==> src/rtl/serial_uart_buffer.sv <==
// Byte buffer between host bus and UART core: a TX FIFO draining into the UART
// strobe/busy handshake, and an RX FIFO capturing UART bytes with sticky overrun.
module serial_uart_buffer #(
    parameter int DEPTH_BITS = 4
) (
    input  logic                  clk,
    input  logic                  reset,
    input  logic [7:0]            host_wr_data,
    input  logic                  host_wr_en,
    output logic                  host_tx_full,
    output logic [DEPTH_BITS:0]   host_tx_count,
    output logic [7:0]            host_rd_data,
    input  logic                  host_rd_en,
    output logic                  host_rx_empty,
    output logic [DEPTH_BITS:0]   host_rx_count,
    output logic                  host_rx_overrun,
    input  logic                  host_overrun_clr,
    output logic [7:0]            as_data_o,
    output logic                  as_dstrb_o,
    input  logic                  as_busy_i,
    input  logic [7:0]            as_data_i,
    input  logic                  as_dstrb_i
);
    localparam int DATA_W = 8;
    localparam int DEPTH  = 1 << DEPTH_BITS;
    localparam logic [DEPTH_BITS:0]   CNT_FULL = (DEPTH_BITS + 1)'(DEPTH);
    localparam logic [DEPTH_BITS:0]   CNT_ONE  = (DEPTH_BITS + 1)'(1);
    localparam logic [DEPTH_BITS-1:0] PTR_ONE  = DEPTH_BITS'(1);

    logic [DATA_W-1:0]     tx_mem [DEPTH];
    logic [DATA_W-1:0]     rx_mem [DEPTH];
    logic [DEPTH_BITS-1:0] tx_wptr, tx_rptr, rx_wptr, rx_rptr;
    logic [DEPTH_BITS:0]   tx_count, rx_count;
    logic                  tx_full, tx_empty, rx_full, rx_empty;
    logic                  tx_push, tx_pop, rx_push, rx_pop, rx_drop;
    logic                  overrun;

    assign tx_full  = (tx_count == CNT_FULL);
    assign tx_empty = (tx_count == '0);
    assign rx_full  = (rx_count == CNT_FULL);
    assign rx_empty = (rx_count == '0);

    // Holding off while our own strobe is out keeps strobes at least one cycle apart
    // even before the UART's busy reaches us.
    assign tx_pop  = !tx_empty && !as_busy_i && !as_dstrb_o;
    assign tx_push = host_wr_en && (!tx_full || tx_pop);
    assign rx_pop  = host_rd_en && !rx_empty;
    assign rx_push = as_dstrb_i && (!rx_full || rx_pop);
    assign rx_drop = as_dstrb_i && rx_full && !rx_pop;

    // TX side: pointers, occupancy and the registered UART strobe
    always_ff @(posedge clk) begin
        if (reset) begin
            tx_wptr    <= '0;
            tx_rptr    <= '0;
            tx_count   <= '0;
            as_dstrb_o <= 1'b0;
            as_data_o  <= '0;
        end else begin
            if (tx_push) tx_wptr <= tx_wptr + PTR_ONE;
            if (tx_pop) begin
                tx_rptr   <= tx_rptr + PTR_ONE;
                as_data_o <= tx_mem[tx_rptr];
            end
            as_dstrb_o <= tx_pop;
            case ({tx_push, tx_pop})
                2'b10:   tx_count <= tx_count + CNT_ONE;
                2'b01:   tx_count <= tx_count - CNT_ONE;
                default: tx_count <= tx_count;
            endcase
        end
    end

    // RX side: pointers, occupancy and sticky overrun (a new drop beats a clear)
    always_ff @(posedge clk) begin
        if (reset) begin
            rx_wptr  <= '0;
            rx_rptr  <= '0;
            rx_count <= '0;
            overrun  <= 1'b0;
        end else begin
            if (rx_push) rx_wptr <= rx_wptr + PTR_ONE;
            if (rx_pop)  rx_rptr <= rx_rptr + PTR_ONE;
            case ({rx_push, rx_pop})
                2'b10:   rx_count <= rx_count + CNT_ONE;
                2'b01:   rx_count <= rx_count - CNT_ONE;
                default: rx_count <= rx_count;
            endcase
            if (rx_drop)               overrun <= 1'b1;
            else if (host_overrun_clr) overrun <= 1'b0;
        end
    end

    always_ff @(posedge clk) begin
        if (!reset && tx_push) tx_mem[tx_wptr] <= host_wr_data;
        if (!reset && rx_push) rx_mem[rx_wptr] <= as_data_i;
    end

    assign host_tx_full    = tx_full;
    assign host_tx_count   = tx_count;
    assign host_rx_empty   = rx_empty;
    assign host_rx_count   = rx_count;
    assign host_rx_overrun = overrun;
    assign host_rd_data    = rx_mem[rx_rptr];
endmodule
==> config.mk <==
export PLATFORM = sky130hd
export DESIGN_NAME = serial_uart_buffer
export DESIGN_NICKNAME = d
export VERILOG_FILES = /design/src/rtl/serial_uart_buffer.sv
export SDC_FILE = /design/constraint.sdc
export NUM_CORES = 1
export LEC_CHECK = 0
export ABC_AREA = 1
export BUFFER_PORTS_ARGS = -buffer_cell sky130_fd_sc_hd__buf_2
export CORE_MARGIN = 8
export CORE_UTILIZATION = 61
export DETAILED_ROUTE_END_ITERATION = 6
export PLACE_DENSITY = 0.79
export SLEW_MARGIN = 5
export SYNTH_ARGS = -nofsm -noshare
export SYNTH_HDL_FRONTEND = slang
export SYNTH_SLANG_ARGS = --single-unit
export TNS_END_PERCENT = 100
==> constraint.sdc <==
create_clock -name clk -period 2.4 [get_ports clk]
set_clock_uncertainty 0.2 [all_clocks]
set_input_delay 0.48 -clock clk [delete_from_list [all_inputs] [get_ports clk]]
set_output_delay 0.48 -clock clk [all_outputs]
set_load 0.1 [all_outputs]
==> impl_metrics.yaml, run 1 <==
routing:
  wl_met2_microns: 15100
  drtAntennaViolNets: 0
  dr_total_vias: 9013
  drc: 0
  drt_iter0_markers: 844
  routed_via_density: 5.66
  wl_met1_microns: 11800
  routed_wl_microns: 30100
  firstDrtPassIters: 5
  drt-wirelength-per-cell_microns: 18.9
  top_layer_used: "met4"
  wl_met3_microns: 2290
worst_setup_path:
  crit_fanout: 6
  critPathSlowestCell: "dfxtp_4"
  cpPeakStageDelay_ps: 400
  critPathLaunchType: "register"
  cp.arrival_ps: 1980
  setup.worst_path.end_class: "primary output"
  cp.required_ps: 1720
  cp_cell_sequence: "buf_8 > buf_6 > a21oi_2 > o21ai_1 > nand3_1 > nand3_2 > nand2_2 > buf_12"
  crit_type: "reg -> out"
clocking:
  ctsHtreeMaxLevel: 1
  cts_tree: "built"
  cts_buffers: 29
  cts_root_buf: "clkbuf_16"
  clkSinkCount: 296
  insertion_delay_ps: 550
  clockBufferDepth: 3
  cts.clk_slew.worst_paths_ps: 60
pwr:
  finalPower_uw: 17200
  vdd_drop_max_mv: 1.40
  leakage_uw: 0.00602
  combinationalPowerShare_pct: 38.1
  pwr-share-clk_pct: 26.2
  pwr_density_cell_nw_per_um2: 1160
  power_frac_seq_pct: 35.6
  power_switching_uw: 6830
  intPower_uw: 10400
  swShare_pct: 39.6
synthesis:
  syn_area_sq_um: 12800
  postSynthCellCount: 1207
  syn_avg_cell_area_sq_um: 10.6
  yosysSeqAreaShare_pct: 66.4
  synth.net_count: 1248
  synth-seq-cells: 296
  yosysUniqueCellTypes: 30
  yosysWarningCount: 0
global_routing:
  grt_pass1_vias: 8952
  grt_max_degree: 47
  overflow: 0
  grt_pass1_wl_microns: 47500
  antenna_found_initial: 0
  grt_usage_pct: 23.0
sta:
  setup_viol: 8
  fin_crit_ps: 2660
  worst_slew_pin_slew_ps: 582
  finalHoldViolations: 0
  setup_tns_ps: -1680
  drv_slew: 0
  fin_ws_ps: -260
  maxSlewHeadroom_pct: 61.0
  rsz0062_at_grt: "true"
  finalCritPeriodShare_pct: 111
  fmax_mhz: 376
die:
  dieArea_sq_um: 25800
  fp.dieW_microns: 161
  core-area_sq_um: 20800
  pin_count: 53
  num_rows: 53
  die_h_microns: 161
  initial_core_util_pct: 61.4
place:
  port_buffers: 52
  gp_congestion: 0.884
  dp_hpwl_microns: 18600
  dpl.cell_count: 1531
outcome:
  status: "finished with violations"
  violations: "setup timing"
finish:
  multi_input_area_sq_um: 3440
  layout_commonest_cell: "edfxtp_1"
  fin_nets: 1336
  instances_no_fill: 1593
  seqCellArea_sq_um: 8510
  area_growth_pct: 16.3
  drive_above_1_share_pct: 17.8
  final_cell_mix: "256 x edfxtp_1, 232 x nand2_1, 166 x inv_1, 153 x nand3_1, 85 x nor2_1"
  n_antenna_cell: 0
  fill_cells: 1347
flow_run:
  maxCapViolCount: 0
hold_path:
  hp-class: "in -> reg"
-- power by group through the flow --
stage | combinational, uW | clock, uW | sequential, uW
after CTS | 6420 | 4560 | 6130
after global routing | 7020 | 4730 | 6170
final | 6570 | 4520 | 6140
after floorplan | 3670 | 0 | 7060
after detailed placement | 6060 | 0 | 6250
after global placement | 5880 | 0 | 6230
-- stage by stage --
stage / hold WS [ps] / setup slack [ps] / instance area (sq um) / util (%)
after detailed placement: 261 / -27.6 / 13600 / 65.5
after CTS: 64.5 / -236 / 14800 / 71.0
after global placement: 255 / 77.5 / 13600 / 65.5
after global routing: 88.2 / -334 / 14900 / 71.4
final: 88.2 / -260 / 14900 / 71.4
after floorplan: 247 / -80.5 / 12800 / -
-- final cells by class --
class	count	area share (%)
flip-flops and latches	296	57.2
multi-input cells	679	23.1
repair buffers	113	6.40
clock buffers	37	5.50
inverters	176	4.47
well taps	275	2.31
clock inverters	17	0.951
-- kinds of logic after synthesis --
group,share of synthesized area [%]
adder cells (fa/ha/maj),1.88
AO/OA/AOI/OAI,6.27
XOR/XNOR,0.480
flip-flops,66.4
AND/OR/NAND/NOR,17.1
buffers and inverters,7.83
-- flip-flops by register name (all words and copies together), names as in the netlist, named ones only --
name,count
tx_rptr,4
host_rx_overrun,1
rx_wptr,4
tx_wptr,4
rx_mem,128
as_dstrb_o,1
as_data_o,8
host_tx_count,5
host_rx_count,5
rx_rptr,4
tx_mem,128
-- worst max-delay path: cells and delay by family (launching register included) --
family	cells	cell delay [ps]
and+or+nand+nor	3	360
AOI/OAI and AO/OA	2	210
buffers and inverters	3	460
DFF	1	400
-- path summary, 6_finish.rpt --
kind	start	end	slack, ps	cells past startpoint
setup reg to reg	host_rx_count[0]	host_rx_count[4]	220	15
setup / recovery	register	host_rd_data[1]	-260	8
hold / removal	reset	rx_wptr[3]	90	2
hold reg to reg	host_rx_overrun	host_rx_overrun	280	2
-- routing by layer --
layer | vias to the layer above | global-route usage (%)
met5 | - | 0
met4 | 0 | 7.74
met2 | 436 | 38.7
met3 | 77 | 3.56
li1 | 4215 | -
met1 | 4285 | 30.1
-- what timing repair did --
| item | CTS | global route |
|---|---|---|
| hold buffers | 1 | 0 |
| gates resized for setup | 46 | 19 |
| endpoints found under the setup margin | 10 | 11 |
| pin swaps | 14 | 17 |
| hold endpoints to repair | 1 | 0 |
| setup buffers | 4 | 2 |
| gates cloned | 1 | 0 |
-- Yosys cell counts (all sizes together) --
cell type	instances	area, sq um
edfxtp	256	7690
nand2	255	987
inv	174	653
nand3	163	831
nor2	90	345
o21ai	55	287
a21oi	52	260
dfxtp	40	801
buf	39	277
o211ai	32	240
clkbuf	17	63.8
ha	16	200
xor2	6	52.6
nor3	4	20.0
clkinv	2	7.51
fa	2	40.0
a21boi	1	7.51
nand3b	1	7.51
o21bai	1	7.51
xnor2	1	8.76
No activity file was read; power rests on OpenSTA's default activity.
==> inputs of run 2 (changes only) <==
--- a/config.mk
+++ b/config.mk
@@ -10,7 +10,7 @@
 export CORE_MARGIN = 8
 export CORE_UTILIZATION = 61
 export DETAILED_ROUTE_END_ITERATION = 6
-export PLACE_DENSITY = 0.79
+export PLACE_DENSITY_LB_ADDON = 0.12
 export SLEW_MARGIN = 5
 export SYNTH_ARGS = -nofsm -noshare
 export SYNTH_HDL_FRONTEND = slang
==> run 2 against run 1 <==
Effect of this change: the run still ends with setup timing left; hold slack lost 32 ps; utilization grew 1.4 points; largest cell class unchanged; first-iteration DRC count grew 0.47%; global-route usage shrank 0.82 points; critical path type unchanged; count of clock-buffer cells in the layout shrank 2; sequential power is essentially flat; sequential share of layout area shrank 1.1 points; die area is the same; combinational power grew 3%.
==> impl_metrics.yaml, run 2 (synthesized netlist as in run 1, its figures left out) <==
sta:
  finalCritPeriodShare_pct: 111
  finalHoldViolations: 0
  worst_slew_pin_slew_ps: 732
  fin_ws_ps: -263
  fmax_mhz: 376
  setup_viol: 8
  drv_slew: 0
  maxSlewHeadroom_pct: 51.2
  rsz0062_at_grt: "true"
  holdWs_ps: 56.6
  setup_tns_ps: -1850
  fin_crit_ps: 2660
finish:
  fin_nets: 1339
  area_growth_pct: 18.7
  layout_commonest_cell: "edfxtp_1"
  reg_top3: "rx_mem: 128 flops, tx_mem: 128 flops, as_data_o: 8 flops"
  fill_cells: 1423
  instances_no_fill: 1598
  final_cell_mix: "256 x edfxtp_1, 236 x nand2_1, 166 x inv_1, 149 x nand3_1, 85 x nor2_1"
  n_antenna_cell: 0
  drive_above_1_share_pct: 18.1
worst_setup_path:
  r2r-start: "host_rx_count[1]"
  critPathSlowestCell: "dfxtp_4"
  critPathLaunchType: "register"
  crit_type: "reg -> out"
  worst_path_most_repeated_cell: "buf_12"
  crit_fanout: 7
  cp_cell_sequence: "buf_12 > buf_16 > o211ai_1 > nand3_1 > nand3_2 > nand2_2 > buf_12"
  r2r_cells: 15
  rrSetupSlack_ps: 200
  cp.required_ps: 1720
  cp.arrival_ps: 1980
  setup.worst_path.end_class: "primary output"
  critPathTopFamily: "buffers and inverters"
  cpPeakStageDelay_ps: 390
  cp_num_buf_inv: 3
  r2r_end: "host_rx_count[4]"
die:
  num_rows: 53
  pin_count: 53
  dieArea_sq_um: 25800
  die_h_microns: 161
  core-area_sq_um: 20800
  initial_core_util_pct: 61.4
  fp.dieW_microns: 161
global_routing:
  grt_pass1_vias: 8461
  antenna_found_initial: 0
  overflow: 0
  grt_max_degree: 67
  grt_pass1_wl_microns: 45400
  grt_usage_pct: 22.2
outcome:
  status: "finished with violations"
  violations: "setup timing"
pwr:
  pwr_density_cell_nw_per_um2: 1200
  vdd_drop_max_mv: 1.22
  leakage_uw: 0.00615
  power_switching_uw: 6890
  power_frac_seq_pct: 33.6
  pwr-share-clk_pct: 29.5
  swShare_pct: 37.7
  intPower_uw: 11400
  combinationalPowerShare_pct: 37.0
hold_path:
  hp-class: "in -> reg"
  hold_start: "as_dstrb_i"
  holdPathEnd: "host_rx_overrun"
  hold_depth: 3
place:
  port_buffers: 52
  gp_congestion: 0.810
  dp_hpwl_microns: 17400
  dpl_worst_slack_ps: 40.6
  dpl.cell_count: 1528
clocking:
  clockBufferDepth: 3
  clkSinkCount: 296
  cts_buffers: 31
  insertion_delay_ps: 550
  cts_root_buf: "clkbuf_16"
  cts_tree: "built"
  ctsHtreeMaxLevel: 1
  cts.clk_slew.worst_paths_ps: 60
routing:
  dr_total_vias: 8905
  drt-wirelength-per-cell_microns: 18.6
  drc: 0
  firstDrtPassIters: 5
  routed_via_density: 5.57
  drtAntennaViolNets: 0
  drt_iter0_markers: 848
  routed_wl_microns: 29700
flow_run:
  maxCapViolCount: 0
==> run 2: cell count changes in the layout (fill, tap and decap cells not counted), sizes merged <==
cell	previous run	this run
bufinv	2	10
clkinv	14	12
buf	112	109
clkbuf	37	39
==> run 2: routing by layer <==
| metal | GRT usage, % | vias to the layer above | wire length (microns) | share of wire [%] |
|---|---|---|---|---|
| li1 | - | 4238 | - | - |
| met1 | 31.8 | 4198 | 12500 | 42 |
| met2 | 34.2 | 415 | 13600 | 46 |
| met3 | 4.50 | 54 | 2920 | 9.9 |
| met4 | 5.64 | 0 | 596 | 2.0 |
| met5 | 0 | - | 0 | 0 |
==> run 2: tightest hold or removal path, cell delays in order <==
cell	delay [ps]
buf_2	130
nand3_1	90
a21oi_1	60
==> run 2: worst max path at each step <==
stage                      from               end  depth (start not counted)
3_5_place_dp   host_rx_count[0]  host_rx_count[4]                         15
4_1_cts                register   host_rd_data[6]                          8
2_1_floorplan  host_tx_count[1]     tx_mem[11][0]                          6
6_report               register   host_rd_data[6]                          7
3_3_place_gp   host_rx_count[0]  host_rx_count[4]                         15
5_1_grt                register   host_rd_data[6]                          7
==> run 2: what timing repair did <==
action | in CTS | in global routing
cloned | 4 | 3
hold buffers | 1 | 0
resized for setup | 28 | 38
buffers inserted | 3 | 1
endpoints found under the hold margin | 1 | 0
setup endpoints to repair | 10 | 11
pin swaps | 5 | 24
==> run 2: through the flow <==
step | util [%] | total power (uW) | area, sq um
2_1_floorplan | - | 10700 | 12800
3_3_place_gp | 65.4 | 12100 | 13600
3_5_place_dp | 65.4 | 12200 | 13600
4_1_cts | 72.0 | 17900 | 15000
5_1_grt | 72.9 | 19000 | 15200
6_report | 72.9 | 18200 | 15200
==> run 2: power by group through the flow <==
stage	combinational, uW	sequential, uW	clock (uW)
5_1_grt	7190	6160	5610
2_1_floorplan	3670	7060	0
4_1_cts	6430	6110	5400
3_5_place_dp	6000	6210	0
6_report	6740	6130	5380
3_3_place_gp	5900	6200	0
==> run 2: layout make-up <==
class                           count  area [sq um]  area share [%]
Multi-Input combinational cell    679          3430            22.6
Timing Repair Buffer              114          1060            7.02
Sequential cell                   296          8510            56.1
Clock buffer                       35           791            5.21
Inverter                          176           664            4.38
Clock inverter                     23           370            2.44
Tap cell                          275           344            2.27
